===== config.mk =====
export PLATFORM = sky130hd
export DESIGN_NAME = debug_run_ctrl_flat
export DESIGN_NICKNAME = d
export VERILOG_FILES = /design/src/rtl/debug_pkg.sv /design/src/rtl/debug_run_ctrl_if.sv /design/src/rtl/dbg_load_seq.sv /design/src/rtl/debug_run_ctrl.sv /design/src/flat_wrapper.sv
export SDC_FILE = /design/constraint.sdc
export NUM_CORES = 1
export LEC_CHECK = 0
export ABC_AREA = 0
export BUFFER_PORTS_ARGS = -buffer_cell sky130_fd_sc_hd__buf_4
export CORE_MARGIN = 10
export CORE_UTILIZATION = 40
export DETAILED_ROUTE_END_ITERATION = 10
export SETUP_SLACK_MARGIN = 0.2
export SLEW_MARGIN = 30
export SYNTH_ARGS = -nofsm -noshare
export SYNTH_HDL_FRONTEND = slang
export SYNTH_SLANG_ARGS = --single-unit

===== constraint.sdc =====
create_clock -name clk -period 2.3 [get_ports clk]
set_input_delay 0.575 -clock clk [delete_from_list [all_inputs] [get_ports clk]]
set_output_delay 0.575 -clock clk [all_outputs]
set_load 0.005 [all_outputs]

===== src/rtl/debug_pkg.sv =====
// Shared definitions for the debug run/step controller: command opcodes,
// FSM state encoding and the default program terminator.
package debug_pkg;

  localparam logic [7:0] OP_LOAD  = 8'h01;
  localparam logic [7:0] OP_RUN   = 8'h02;
  localparam logic [7:0] OP_STEP  = 8'h03;
  localparam logic [7:0] OP_DUMP  = 8'h04;
  localparam logic [7:0] OP_CLEAR = 8'h05;

  localparam logic [31:0] HALT_WORD_DEFAULT = 32'h0000_0000;

  typedef enum logic [2:0] {
    ST_IDLE      = 3'd0,
    ST_LOAD_DATA = 3'd1,
    ST_LOAD_DONE = 3'd2,
    ST_RUN       = 3'd3,
    ST_STEP      = 3'd4,
    ST_STOP      = 3'd5,
    ST_DUMP_REQ  = 3'd6,
    ST_DUMP_WAIT = 3'd7
  } state_e;

endpackage


===== src/rtl/debug_run_ctrl_if.sv =====
// Signal bundle between the debug controller and its environment
// (UART RX words, CPU halt/stall/reset, dump engine, instruction memory).
interface debug_run_ctrl_if;

  logic        rx_valid;
  logic [31:0] rx_data;
  logic        halt_detected;
  logic        dump_done;
  logic        dump_start;
  logic        cpu_stall;
  logic        cpu_soft_rst;
  logic        imem_we;
  logic [31:0] imem_addr;
  logic [31:0] imem_wdata;
  logic        busy;
  logic        cmd_error;

  modport master (
    output rx_valid, rx_data, halt_detected, dump_done,
    input  dump_start, cpu_stall, cpu_soft_rst, imem_we, imem_addr,
           imem_wdata, busy, cmd_error
  );

  modport slave (
    input  rx_valid, rx_data, halt_detected, dump_done,
    output dump_start, cpu_stall, cpu_soft_rst, imem_we, imem_addr,
           imem_wdata, busy, cmd_error
  );

endinterface


===== src/rtl/dbg_load_seq.sv =====
// Program-load sequencer: address/remaining counters and a registered
// instruction-memory write port; done pulses alongside the final write.
module dbg_load_seq
  import debug_pkg::*;
#(
  parameter int unsigned IMEM_DEPTH = 256,
  parameter logic [31:0] HALT_WORD  = HALT_WORD_DEFAULT
) (
  input  logic        clk,
  input  logic        rst,
  input  logic        start,
  input  logic [15:0] count,
  input  logic        word_valid,
  input  logic [31:0] word,
  output logic        done,
  output logic        imem_we,
  output logic [31:0] imem_addr,
  output logic [31:0] imem_wdata
);

  logic        active_q, active_d;
  logic [15:0] rem_q, rem_d;
  logic [31:0] addr_q, addr_d;
  logic        we_q, we_d;
  logic [31:0] waddr_q, waddr_d;
  logic [31:0] wdata_q, wdata_d;
  logic        done_q, done_d;

  always_comb begin
    active_d = active_q;
    rem_d    = rem_q;
    addr_d   = addr_q;
    we_d     = 1'b0;
    waddr_d  = waddr_q;
    wdata_d  = wdata_q;
    done_d   = 1'b0;
    if (start) begin
      active_d = 1'b1;
      rem_d    = count;
      addr_d   = '0;
    end else if (word_valid && active_q) begin
      we_d    = 1'b1;
      waddr_d = addr_q;
      wdata_d = word;
      addr_d  = addr_q + 32'd1;
      rem_d   = rem_q - 16'd1;
      // The terminator word itself is still written before the load closes.
      if (rem_q == 16'd1 || word == HALT_WORD || addr_q == IMEM_DEPTH - 1) begin
        done_d   = 1'b1;
        active_d = 1'b0;
      end
    end
  end

  always_ff @(posedge clk) begin
    if (rst) begin
      active_q <= 1'b0;
      rem_q    <= '0;
      addr_q   <= '0;
      we_q     <= 1'b0;
      waddr_q  <= '0;
      wdata_q  <= '0;
      done_q   <= 1'b0;
    end else begin
      active_q <= active_d;
      rem_q    <= rem_d;
      addr_q   <= addr_d;
      we_q     <= we_d;
      waddr_q  <= waddr_d;
      wdata_q  <= wdata_d;
      done_q   <= done_d;
    end
  end

  assign done       = done_q;
  assign imem_we    = we_q;
  assign imem_addr  = waddr_q;
  assign imem_wdata = wdata_q;

endmodule


===== src/rtl/debug_run_ctrl.sv =====
// Command-driven run/step controller for the MIPS debug path.
//   state     | meaning
//   IDLE      | CPU stalled, decoding commands
//   LOAD_DATA | streaming program words into imem
//   LOAD_DONE | one-cycle CPU soft reset after a load
//   RUN       | CPU free-running until halt or timeout
//   STEP      | CPU released for exactly one clock
//   STOP      | CPU re-stalled, one settling cycle
//   DUMP_REQ  | dump_start pulse
//   DUMP_WAIT | waiting for dump engine completion
module debug_run_ctrl
  import debug_pkg::*;
#(
  parameter int unsigned IMEM_DEPTH  = 256,
  parameter logic [31:0] HALT_WORD   = HALT_WORD_DEFAULT,
  parameter logic [31:0] RUN_TIMEOUT = 32'd1_000_000
) (
  input logic              clk,
  input logic              rst,
  debug_run_ctrl_if.slave  bus
);

  state_e      state_q, state_d;
  logic        halted_q, halted_d;
  logic [31:0] run_cnt_q, run_cnt_d;
  logic        cpu_stall_q, cpu_stall_d;
  logic        dump_start_q, dump_start_d;
  logic        cpu_soft_rst_q, cpu_soft_rst_d;
  logic        busy_q, busy_d;
  logic        cmd_error_q, cmd_error_d;

  logic        load_start;
  logic        load_done;
  logic        clear_rst;
  logic [7:0]  opcode;
  logic [15:0] arg;
  logic        unused_rx_bits;

  assign opcode         = bus.rx_data[31:24];
  assign arg            = bus.rx_data[15:0];
  assign unused_rx_bits = ^bus.rx_data[23:16];

  dbg_load_seq #(
    .IMEM_DEPTH (IMEM_DEPTH),
    .HALT_WORD  (HALT_WORD)
  ) u_load_seq (
    .clk        (clk),
    .rst        (rst),
    .start      (load_start),
    .count      (arg),
    .word_valid (bus.rx_valid && state_q == ST_LOAD_DATA),
    .word       (bus.rx_data),
    .done       (load_done),
    .imem_we    (bus.imem_we),
    .imem_addr  (bus.imem_addr),
    .imem_wdata (bus.imem_wdata)
  );

  always_comb begin
    state_d     = state_q;
    halted_d    = halted_q;
    run_cnt_d   = run_cnt_q;
    cmd_error_d = 1'b0;
    load_start  = 1'b0;
    clear_rst   = 1'b0;

    case (state_q)
      ST_IDLE: begin
        if (bus.rx_valid) begin
          case (opcode)
            OP_LOAD: begin
              if (arg == 16'd0) begin
                cmd_error_d = 1'b1;
              end else begin
                load_start = 1'b1;
                state_d    = ST_LOAD_DATA;
              end
            end
            OP_RUN: begin
              if (halted_q) begin
                cmd_error_d = 1'b1;
              end else begin
                state_d   = ST_RUN;
                run_cnt_d = RUN_TIMEOUT;
              end
            end
            OP_STEP: begin
              if (halted_q) cmd_error_d = 1'b1;
              else          state_d     = ST_STEP;
            end
            OP_DUMP:  state_d = ST_DUMP_REQ;
            OP_CLEAR: begin
              clear_rst = 1'b1;
              halted_d  = 1'b0;
            end
            default:  cmd_error_d = 1'b1;
          endcase
        end
      end
      ST_LOAD_DATA: begin
        // A word arriving alongside the final write has nowhere to go.
        if (load_done) begin
          state_d     = ST_LOAD_DONE;
          cmd_error_d = bus.rx_valid;
        end
      end
      ST_LOAD_DONE: begin
        halted_d = 1'b0;
        state_d  = ST_IDLE;
      end
      ST_RUN: begin
        if (bus.halt_detected) begin
          halted_d = 1'b1;
          state_d  = ST_STOP;
        end else if (run_cnt_q <= 32'd1) begin
          state_d = ST_STOP;
        end else begin
          run_cnt_d = run_cnt_q - 32'd1;
        end
      end
      ST_STEP: begin
        if (bus.halt_detected) halted_d = 1'b1;
        state_d = ST_STOP;
      end
      ST_STOP:      state_d = ST_DUMP_REQ;
      ST_DUMP_REQ:  state_d = ST_DUMP_WAIT;
      ST_DUMP_WAIT: if (bus.dump_done) state_d = ST_IDLE;
      default:      state_d = ST_IDLE;
    endcase

    if (bus.rx_valid && state_q != ST_IDLE && state_q != ST_LOAD_DATA)
      cmd_error_d = 1'b1;

    cpu_stall_d    = !(state_d == ST_RUN || state_d == ST_STEP);
    busy_d         = (state_d != ST_IDLE);
    dump_start_d   = (state_d == ST_DUMP_REQ);
    cpu_soft_rst_d = (state_d == ST_LOAD_DONE) || clear_rst;
  end

  always_ff @(posedge clk) begin
    if (rst) begin
      state_q        <= ST_IDLE;
      halted_q       <= 1'b0;
      run_cnt_q      <= '0;
      cpu_stall_q    <= 1'b1;
      dump_start_q   <= 1'b0;
      cpu_soft_rst_q <= 1'b0;
      busy_q         <= 1'b0;
      cmd_error_q    <= 1'b0;
    end else begin
      state_q        <= state_d;
      halted_q       <= halted_d;
      run_cnt_q      <= run_cnt_d;
      cpu_stall_q    <= cpu_stall_d;
      dump_start_q   <= dump_start_d;
      cpu_soft_rst_q <= cpu_soft_rst_d;
      busy_q         <= busy_d;
      cmd_error_q    <= cmd_error_d;
    end
  end

  assign bus.cpu_stall    = cpu_stall_q;
  assign bus.dump_start   = dump_start_q;
  assign bus.cpu_soft_rst = cpu_soft_rst_q;
  assign bus.busy         = busy_q;
  assign bus.cmd_error    = cmd_error_q;

endmodule


===== src/flat_wrapper.sv =====
// flat-port wrapper written by rule: the top's interface ports become plain ports
module debug_run_ctrl_flat import debug_pkg::*;
#(
  parameter int unsigned IMEM_DEPTH  = 256,
  parameter logic [31:0] HALT_WORD   = HALT_WORD_DEFAULT,
  parameter logic [31:0] RUN_TIMEOUT = 32'd1_000_000
)
  (clk, rst, bus_rx_valid, bus_rx_data, bus_halt_detected, bus_dump_done, bus_dump_start, bus_cpu_stall, bus_cpu_soft_rst, bus_imem_we, bus_imem_addr, bus_imem_wdata, bus_busy, bus_cmd_error);
  debug_run_ctrl_if bus_i ();
  input logic clk;
  input logic rst;
  input wire logic [$bits(bus_i.rx_valid)-1:0] bus_rx_valid;
  input wire logic [$bits(bus_i.rx_data)-1:0] bus_rx_data;
  input wire logic [$bits(bus_i.halt_detected)-1:0] bus_halt_detected;
  input wire logic [$bits(bus_i.dump_done)-1:0] bus_dump_done;
  output wire logic [$bits(bus_i.dump_start)-1:0] bus_dump_start;
  output wire logic [$bits(bus_i.cpu_stall)-1:0] bus_cpu_stall;
  output wire logic [$bits(bus_i.cpu_soft_rst)-1:0] bus_cpu_soft_rst;
  output wire logic [$bits(bus_i.imem_we)-1:0] bus_imem_we;
  output wire logic [$bits(bus_i.imem_addr)-1:0] bus_imem_addr;
  output wire logic [$bits(bus_i.imem_wdata)-1:0] bus_imem_wdata;
  output wire logic [$bits(bus_i.busy)-1:0] bus_busy;
  output wire logic [$bits(bus_i.cmd_error)-1:0] bus_cmd_error;
  assign bus_i.rx_valid = bus_rx_valid;
  assign bus_i.rx_data = bus_rx_data;
  assign bus_i.halt_detected = bus_halt_detected;
  assign bus_i.dump_done = bus_dump_done;
  assign bus_dump_start = bus_i.dump_start;
  assign bus_cpu_stall = bus_i.cpu_stall;
  assign bus_cpu_soft_rst = bus_i.cpu_soft_rst;
  assign bus_imem_we = bus_i.imem_we;
  assign bus_imem_addr = bus_i.imem_addr;
  assign bus_imem_wdata = bus_i.imem_wdata;
  assign bus_busy = bus_i.busy;
  assign bus_cmd_error = bus_i.cmd_error;
  debug_run_ctrl #(.IMEM_DEPTH(IMEM_DEPTH), .HALT_WORD(HALT_WORD), .RUN_TIMEOUT(RUN_TIMEOUT)) u_core (.clk(clk), .rst(rst), .bus(bus_i));
endmodule

# Yosys cells after proc, flatten, opt, wreduce, memory -nomap -nowiden
# Index checks and enable logic that the tools add are counted.
[totals] ff_bits=156 in_bits=37 out_inout_bits=70 wordCells=115
[classes] n_addsub=3 order_cmp=1 n_eq_ne=26 mux=41 bitwise=2 n_reduce_logical=27
[op_table] cell="$mux 32" count=5
[op_table] cell="$pmux 32 s2" count=1
[op_table] cell="$add 32x1->32 const B" count=1
[op_table] cell="$eq 32x8->1 const B" count=1
[op_table] cell="$le 32x1->1 const B" count=1
[op_table] cell="$logic_not 32->1" count=1
[op_table] cell="$mux 16" count=2
[op_table] cell="$sub 32x1->32 const B" count=1
[op_table] cell="$mux 3" count=8
[op_table] cell="$pmux 3 s8" count=1
[op_table] cell="$mux 1" count=20
[op_table] cell="$eq 3x3->1 const B" count=6
[op_table] cell="$eq 16x1->1 const B" count=1
[op_table] cell="$eq 8x2->1 const B" count=2
[op_table] cell="$eq 8x3->1 const B" count=2
[op_table] cell="$logic_not 16->1" count=1
[op_table] cell="$sub 16x1->16 const B" count=1
[op_table] cell="$eq 3x2->1 const B" count=4
[op_table] cell="$ne 2x2->1 const B" count=6
[op_table] cell="$pmux 3 s4" count=1
[op_table] cell="$reduce_bool 3->1" count=3
[op_table] cell="$eq 8x1->1 const B" count=1
[op_table] cell="$reduce_or 2->1" count=4
[op_table] cell="$pmux 1 s3" count=2
[op_table] cell="14 further kinds" count=24

# Depth between registers and ports, before layout
# Gate-level depths: netlist (run 1).
[logic_depth] depth_word=8 ltp_mapped=9

# Hierarchy
# From an unflattened synthesis (run 1), not the netlist that was laid out.
[hier_totals] hier_cells=866 area_unflattened_um2=7054.3
[modules_own_cells] mod="dbg_load_seq" instances=1 cells_per_inst=584 area_each_um2=4708.3
[modules_own_cells] mod="debug_run_ctrl" instances=1 cells_per_inst=282 area_each_um2=2346.0

# Worst setup path before layout (run 1)
# Ideal clock, no wire load.
[synth_path] path_type="input to register" start="input port bus_rx_valid" end="register u_core.u_load_seq.addr_q[30]" setup_ns=0.114 arrival_ns=2.306 slack_ns=-0.120 cell_stages=6 path_cell_list="nor3b_4 > nand3_2 > or4_4 > or4_4 > xnor2_1 > and2b_1"
[synth_between] elab_chain_cells=3 elab_cells_between_ends=5 cone_classes="mux: 2; reduce/logical: 3"
[synth_lines] item="start, declared" line_no="flat_wrapper.sv:12" text="input wire logic [$bits(bus_i.rx_valid)-1:0] bus_rx_valid;"
[synth_lines] item="$mux 1" line_no="debug_run_ctrl.sv:69" text="if (bus.rx_valid) begin"
[synth_lines] item="$mux 1" line_no="debug_run_ctrl.sv:67" text="case (state_q)"
[synth_lines] item="$reduce_or 2->1 (no source line)"
[synth_lines] item="end signal, assigned" line_no="dbg_load_seq.sv:67" text="addr_q <= addr_d;"
[synth_lines] item="end, declared" line_no="dbg_load_seq.sv:23" text="logic [31:0] addr_q, addr_d;"
# Parallel ways exist; a longest one is shown, timed or not.
# A chain may end at the register's enable or synchronous reset.

# Final worst setup path (run 1)
[layout_path] start="register u_core.run_cnt_q[8]" end="register u_core.run_cnt_q[19]"
[layout_between] elab_chain_cells=4 elab_cells_between_ends=7 cone_classes="add/sub: 1; order compare: 1; eq/ne: 1; mux: 3; reduce/logical: 1"
[layout_lines] item="start, declared" line_no="debug_run_ctrl.sv:25" text="logic [31:0] run_cnt_q, run_cnt_d;"
[layout_lines] item="start signal, assigned" line_no="debug_run_ctrl.sv:153" text="run_cnt_q <= run_cnt_d;"
[layout_lines] item="$sub 32x1->32" line_no="debug_run_ctrl.sv:118" text="run_cnt_d = run_cnt_q - 32'd1;"
[layout_lines] item="$mux 32" line_no="debug_run_ctrl.sv:115" text="end else if (run_cnt_q <= 32'd1) begin"
[layout_lines] item="$mux 32" line_no="debug_run_ctrl.sv:112" text="if (bus.halt_detected) begin"
[layout_lines] item="$pmux 32 s2" line_no="debug_run_ctrl.sv:67"
# Parallel ways exist; a longest one is shown, timed or not. The select of a mux whose other input is x is not followed.

==> results.sh, run 1 <==
export IMPL_core_area_um2=17180
export IMPL_syn_inst=872
export IMPL_startpoint="u_core.run_cnt_q[8]"
export IMPL_p_leak_uw=0.003767
export IMPL_dpl_instance_area_um2=8690
export IMPL_initial_utilization_pct=40.57
export IMPL_via_per_inst=5.234
export IMPL_grt_usage_pct=16.90
export IMPL_clkTransAtPathRegs_ns=0.06
export IMPL_grt_max_degree=59
export IMPL_worstPathArrival_ns=2.55
export IMPL_rsz0062_at_grt="true"
export IMPL_critPathMaxStageDelay_ns=0.41
export IMPL_synthFlopType="dfxtp_1"
export IMPL_synth_warnings=0
export IMPL_max_slew_margin_pct=57.36
export IMPL_path_class="flop to flop"
export IMPL_end_kind="flop"
export IMPL_setup_worst_path_start_class="flop"
export IMPL_port_buffers=106
export IMPL_worstPathBufferInverterCount=2
export IMPL_layout_common_cells="205 x buf_4, 168 x nand2_1, 146 x dfxtp_1, 95 x a21oi_1, 87 x nor2_1"
export IMPL_fin_skew_ns=0.01052
export IMPL_r2r_start="u_core.run_cnt_q[8]"
export IMPL_drive_above_1_share_pct=29.70
export IMPL_clockBufferDepth=2
export IMPL_power_density_nw_per_um2=593.8
export IMPL_mostFrequentLayoutCell="buf_4"
export IMPL_fin_area_um2=9731
export IMPL_clkLatencyLatePin_ns=0.43
export IMPL_area_growth_pct=39.62
export IMPL_fmax_mhz=454.8
export IMPL_hpwl_um=14470
export IMPL_cts_num_sinks=156
export IMPL_root_buffer="clkbuf_16"
export IMPL_routedWlPerCell_um=15.77
export IMPL_yosysSeqAreaShare_pct=44.81
export IMPL_synthArstFlopShare_pct=0
export IMPL_grt_pass1_vias=6472
export IMPL_ir_drop_mv=0.7146
export IMPL_synth_cell_type_count=64
export IMPL_worst_path_most_repeated_cell="buf_4"
export IMPL_num_rows=48
export IMPL_path_delay_family="simple AND/OR/NAND/NOR gates"
export IMPL_syn_num_nets=914
export IMPL_synth_edf_count=0
export IMPL_drc=0
export IMPL_htree_levels=4
export IMPL_max_cap_violations=0
export IMPL_finalCritPeriodShare_pct=95.59
export IMPL_critPathSlowestCell="nor4_1"
export IMPL_final_max_slew_viol_count=0
export IMPL_dr_pass1_iters=5
export IMPL_ant_nets=0
export IMPL_cp_cell_sequence="buf_4 -> nor4_1 -> nand3_1 -> nor2_1 -> o211ai_1 -> buf_4 -> or3_1 -> a31oi_1"
export IMPL_worst_pin_slew_ns=0.6396
export IMPL_overflow=0
export IMPL_power_uw=5778
export IMPL_hp_class="input pin to flop"
export IMPL_finalWeightedCongestion=0.8508
export IMPL_io_pins=107
export IMPL_run_status="completed"
export IMPL_required_ns=2.65
export IMPL_vias=6799
export IMPL_layout_nets=1104
export IMPL_final_hold_violation_count=0
export IMPL_crit_fanout=8
export IMPL_syn_area_um2=6969
export IMPL_min_from="bus_rx_data[20]"
export IMPL_die_area_um2=23100
export IMPL_diodes=0
export IMPL_min_period_ns=2.199
export IMPL_die_h_um=152.0
export IMPL_grt_pass1_wl_um=32810
export IMPL_setup_viol=0
export IMPL_tritoncts="done"
export IMPL_ys_ff_latch=156
export IMPL_cts_buffers=17
export IMPL_drt_iter0_drc=433
export IMPL_syn_area_per_cell_um2=7.992
export IMPL_dieWidth_um=152.0
export IMPL_routed_wl_um=20490
export IMPL_antenna_found_initial=0
[final timing paths]
kind	slack [ns]	to	cells past startpoint
max	0.10	u_core.run_cnt_q[19]	8
min	0.40	u_core.u_load_seq.imem_wdata[20]	3
max reg2reg	0.10	u_core.run_cnt_q[19]	8
min reg2reg	0.45	u_core.u_load_seq.imem_wdata[20]	2
[layout make-up]
| type | count | area (um2) |
|---|---|---|
| multi-input combinational | 653 | 3891 |
| clock inverter | 10 | 141.4 |
| clock buffer | 21 | 440.4 |
| tap | 225 | 281.5 |
| inverter | 11 | 41.29 |
| fill | 1616 | 7446 |
| timing repair buffer | 223 | 1794 |
| sequential | 156 | 3141 |
[routing by layer]
layer,track usage (%),up-vias,wire length [um]
li1,-,3430,-
met1,21.27,3208,9299
met2,27.45,139,9900
met3,5.222,22,1023
met4,4.264,0,262
met5,0,-,0
[kinds of logic (layout without fill, tap and decap cells)]
logic type | Yosys count | count (layout) | synth area share [%]
mux | 2 | 2 | 0.3052
xor+xnor | 45 | 45 | 5.655
buf+inv | 63 | 265 | 3.752
flops | 156 | 156 | 44.81
simple gates | 425 | 425 | 29.44
fa+ha+maj | 5 | 5 | 0.8977
compound gates | 176 | 176 | 15.14
[metrics by stage]
stage,setup slack [ns],utilization [%],cells,setup TNS [ns],hold WS [ns]
global route,0.04086,56.65,1299,0,0.3812
CTS,0.1484,55.03,1291,0,0.3871
global placement,-0.1193,50.59,1249,-1.382,0.4423
floorplan,0.05430,-,872,0,0.4319
finish,0.1014,56.65,1299,0,0.3984
detailed placement,-0.1419,50.59,1249,-2.049,0.4468
[registers in the layout, summed over array words and instances (netlist names)]
register	count
u_core.bus.cmd_error	1
u_core.u_load_seq.imem_we	1
u_core.bus.cpu_soft_rst	1
u_core.u_load_seq.imem_addr	32
u_core.u_load_seq.active_q	1
u_core.u_load_seq.imem_wdata	32
u_core.u_load_seq.addr_q	32
u_core.bus.cpu_stall	1
u_core.u_load_seq.rem_q	16
u_core.halted_q	1
u_core.state_q	3
u_core.u_load_seq.done	1
u_core.bus.busy	1
u_core.bus.dump_start	1
u_core.run_cnt_q	32
[worst reg2reg max path, stage by stage, from the launching register on]
cell	delay, ns
dfxtp_1	0.32
buf_4	0.15
nor4_1	0.41
nand3_1	0.24
nor2_1	0.21
o211ai_1	0.15
buf_4	0.19
or3_1	0.34
a31oi_1	0.12
[repair_timing]
action                     CTS  global route
gates resized for setup     32            50
setup endpoints to repair   29            35
pin swaps                   14            34
hold buffers                 0             0
buffers inserted            11             8
[power by group]
group          internal [uW]  total [uW]  switching [uW]
registers               2700        2710            3.11
logic                    114         252             139
clock network           1700        2820            1120
[cells in the mapped netlist, types with 2 or more instances]
cell type | n | share of area, %
a211oi_1 | 3 | 0.32
a21oi_1 | 98 | 7.0
a221oi_1 | 2 | 0.25
a22oi_1 | 5 | 0.54
a2bb2oi_1 | 2 | 0.25
a31oi_1 | 13 | 1.2
and2_1 | 9 | 0.81
and3_1 | 7 | 0.63
and4_1 | 5 | 0.63
buf_1 | 3 | 0.16
buf_2 | 6 | 0.43
buf_4 | 2 | 0.22
clkbuf_1 | 38 | 2.0
clkbuf_2 | 2 | 0.14
dfxtp_1 | 156 | 45
ha_1 | 5 | 0.90
inv_1 | 11 | 0.59
nand2_1 | 171 | 9.2
nand2b_1 | 9 | 0.81
nand3_1 | 22 | 1.6
nand4_1 | 18 | 1.6
nor2_1 | 91 | 4.9
nor2b_1 | 5 | 0.45
nor3_1 | 14 | 1.0
nor4_1 | 27 | 2.4
nor4b_1 | 3 | 0.38
o2111ai_1 | 4 | 0.50
o211ai_1 | 8 | 0.86
o21a_1 | 3 | 0.32
o21ai_0 | 19 | 1.4
o311ai_0 | 2 | 0.25
o31ai_1 | 4 | 0.43
o41ai_1 | 2 | 0.25
or2_2 | 2 | 0.18
or3_1 | 20 | 1.8
or4_1 | 9 | 0.97
or4_4 | 2 | 0.32
xnor2_1 | 17 | 2.1
xor2_1 | 28 | 3.5
Note: power is estimated with default switching activity, not from simulation.
==> run 2: changes to the inputs <==
--- a/config.mk
+++ b/config.mk
@@ -6,7 +6,7 @@
 export NUM_CORES = 1
 export LEC_CHECK = 0
 export ABC_AREA = 0
-export BUFFER_PORTS_ARGS = -buffer_cell sky130_fd_sc_hd__buf_4
+export BUFFER_PORTS_ARGS = -buffer_cell sky130_fd_sc_hd__buf_2
 export CORE_MARGIN = 10
 export CORE_UTILIZATION = 40
 export DETAILED_ROUTE_END_ITERATION = 10
==> run 2 against run 1 <==
Net effect:
- clock power down 3%
- critical endpoint is now u_core.run_cnt_q[15]
- critical path depth is 2 lower
- sequential share of layout area up 2.2 points
- largest power group unchanged
==> results.sh, run 2 (synthesis results as in run 1) <==
export IMPL_critPathMaxStageDelay_ns=0.57
export IMPL_fin_skew_ns=0.007899
export IMPL_worst_path_most_repeated_cell="or4_4"
export IMPL_dieWidth_um=152.0
export IMPL_min_period_ns=2.174
export IMPL_layoutNonFillerInstCount=1277
export IMPL_diodes=0
export IMPL_power_uw=5662
export IMPL_fmax_mhz=459.9
export IMPL_required_ns=2.61
export IMPL_grt_max_degree=51
export IMPL_setup_worst_path_start_class="flop"
export IMPL_clkLatencyLatePin_ns=0.42
export IMPL_crit_fanout=6
export IMPL_overflow=0
export IMPL_final_hold_violation_count=0
export IMPL_worstPathBufferInverterCount=0
export IMPL_setup_viol=0
export IMPL_run_status="completed"
export IMPL_p_leak_uw=0.003570
export IMPL_critPathSlowestCell="or4_4"
export IMPL_ff2ff_path_depth=6
export IMPL_path_class="flop to flop"
export IMPL_final_max_slew_viol_count=0
export IMPL_rsz0062_at_grt="true"
export IMPL_num_fill_cells=1690
export IMPL_cts_num_sinks=156
export IMPL_power_density_nw_per_um2=621.6
export IMPL_layout_nets=1082
export IMPL_startpoint="u_core.run_cnt_q[4]"
export IMPL_routedWlPerCell_um=15.41
export IMPL_drt_iter0_drc=384
export IMPL_worst_pin_slew_ns=0.5794
export IMPL_tritoncts="done"
export IMPL_dr_pass1_iters=5
export IMPL_die_h_um=152.0
export IMPL_cp_cell_sequence="or4_4 -> or4_4 -> a211oi_2 -> o21ai_1 -> o31ai_1 -> a21oi_1"
export IMPL_num_rows=48
export IMPL_layout_common_cells="170 x nand2_1, 148 x dfxtp_1, 103 x buf_2, 96 x a21oi_1, 91 x buf_4"
export IMPL_end_kind="flop"
export IMPL_routed_wl_um=19680
export IMPL_path_depth=6
export IMPL_io_pins=107
export IMPL_rrSetupSlack_ns=0.13
export IMPL_r2r_start="u_core.run_cnt_q[4]"
export IMPL_grt_pass1_wl_um=32640
export IMPL_r2r_end="u_core.run_cnt_q[15]"
export IMPL_antenna_found_initial=0
export IMPL_clkTransAtPathRegs_ns=0.06
export IMPL_drive_above_1_share_pct=26.62
export IMPL_grt_usage_pct=16.58
export IMPL_area_growth_pct=30.70
export IMPL_htree_levels=4
export IMPL_dp_cells=1233
export IMPL_via_per_inst=5.234
export IMPL_max_cap_violations=0
export IMPL_core_area_um2=17180
export IMPL_worstPathArrival_ns=2.48
export IMPL_cts_buffers=17
export IMPL_grt_pass1_vias=6469
export IMPL_root_buffer="clkbuf_16"
export IMPL_hpwl_um=14160
export IMPL_finalWeightedCongestion=0.8261
export IMPL_ir_drop_mv=0.5086
export IMPL_drc=0
export IMPL_mostFrequentLayoutCell="nand2_1"
export IMPL_die_area_um2=23100
export IMPL_path_delay_family="simple AND/OR/NAND/NOR gates"
export IMPL_initial_utilization_pct=40.57
export IMPL_ant_nets=0
export IMPL_max_slew_margin_pct=61.37
export IMPL_hp_class="input pin to flop"
export IMPL_finalCritPeriodShare_pct=94.53
export IMPL_clockBufferDepth=2
export IMPL_vias=6684
export IMPL_endpoint="u_core.run_cnt_q[15]"
export IMPL_port_buffers=106
==> run 2: cell type report <==
type,count,area [um2],area share [%]
clock buffers,19,442.9,4.863
multi-input cells,653,3762,41.30
inverters,11,41.29,0.4533
clock inverters,12,123.9,1.360
repair buffers,201,1316,14.45
well taps,225,281.5,3.091
flip-flops and latches,156,3141,34.48
==> run 2: how the worst min path moves through the flow <==
stage                                                start                                to  slack, ns  depth (start not counted)
after global routing                       bus_rx_data[22]  u_core.u_load_seq.imem_wdata[22]       0.40                          3
final                                      bus_rx_data[30]  u_core.u_load_seq.imem_wdata[30]       0.40                          3
after global placement     u_core.u_load_seq.imem_wdata[5]   u_core.u_load_seq.imem_wdata[5]       0.44                          2
after detailed placement  u_core.u_load_seq.imem_wdata[20]  u_core.u_load_seq.imem_wdata[20]       0.44                          2
after floorplan                u_core.u_load_seq.rem_q[12]       u_core.u_load_seq.rem_q[12]       0.43                          2
after CTS                                  bus_rx_data[22]  u_core.u_load_seq.imem_wdata[22]       0.38                          3
==> run 2: worst reg2reg max path: cells and delay by family (launching register included) <==
kind / cells / cell delay (ns)
flip-flops: 1 / 0.31
AND/OR/NAND/NOR: 2 / 1.10
AO/OA/AOI/OAI: 4 / 0.65
==> run 2: metrics by stage <==
step	instance area (um2)	util [%]	setup TNS, ns	hold WS, ns	setup WS, ns
after global routing	9109	53.03	-0.003658	0.3968	-0.003658
after floorplan	7033	-	0	0.4319	0.05430
after global placement	8282	48.22	-0.7912	0.4386	-0.1793
after CTS	8917	51.92	0	0.3809	0.1840
final	9109	53.03	0	0.4017	0.1258
after detailed placement	8282	48.22	-1.556	0.4437	-0.2169
==> run 2: where the power goes <==
group          switching [uW]  internal, uW
Clock                    1130          1610
Sequential               3.23          2700
Combinational             132          89.0
==> run 2: metal layers <==
layer	global-route usage (%)	routed length, um	up-vias
li1	-	-	3388
met1	21.89	9585	3135
met2	26.12	9026	140
met3	4.121	841	21
met4	4.860	223	0
met5	0	0	-
==> run 2: timing repair <==
| item | CTS | global route |
|---|---|---|
| setup buffers | 3 | 10 |
| gates resized for setup | 17 | 30 |
| pin swaps | 6 | 18 |
| hold buffers | 0 | 0 |
| setup endpoints to repair | 17 | 40 |
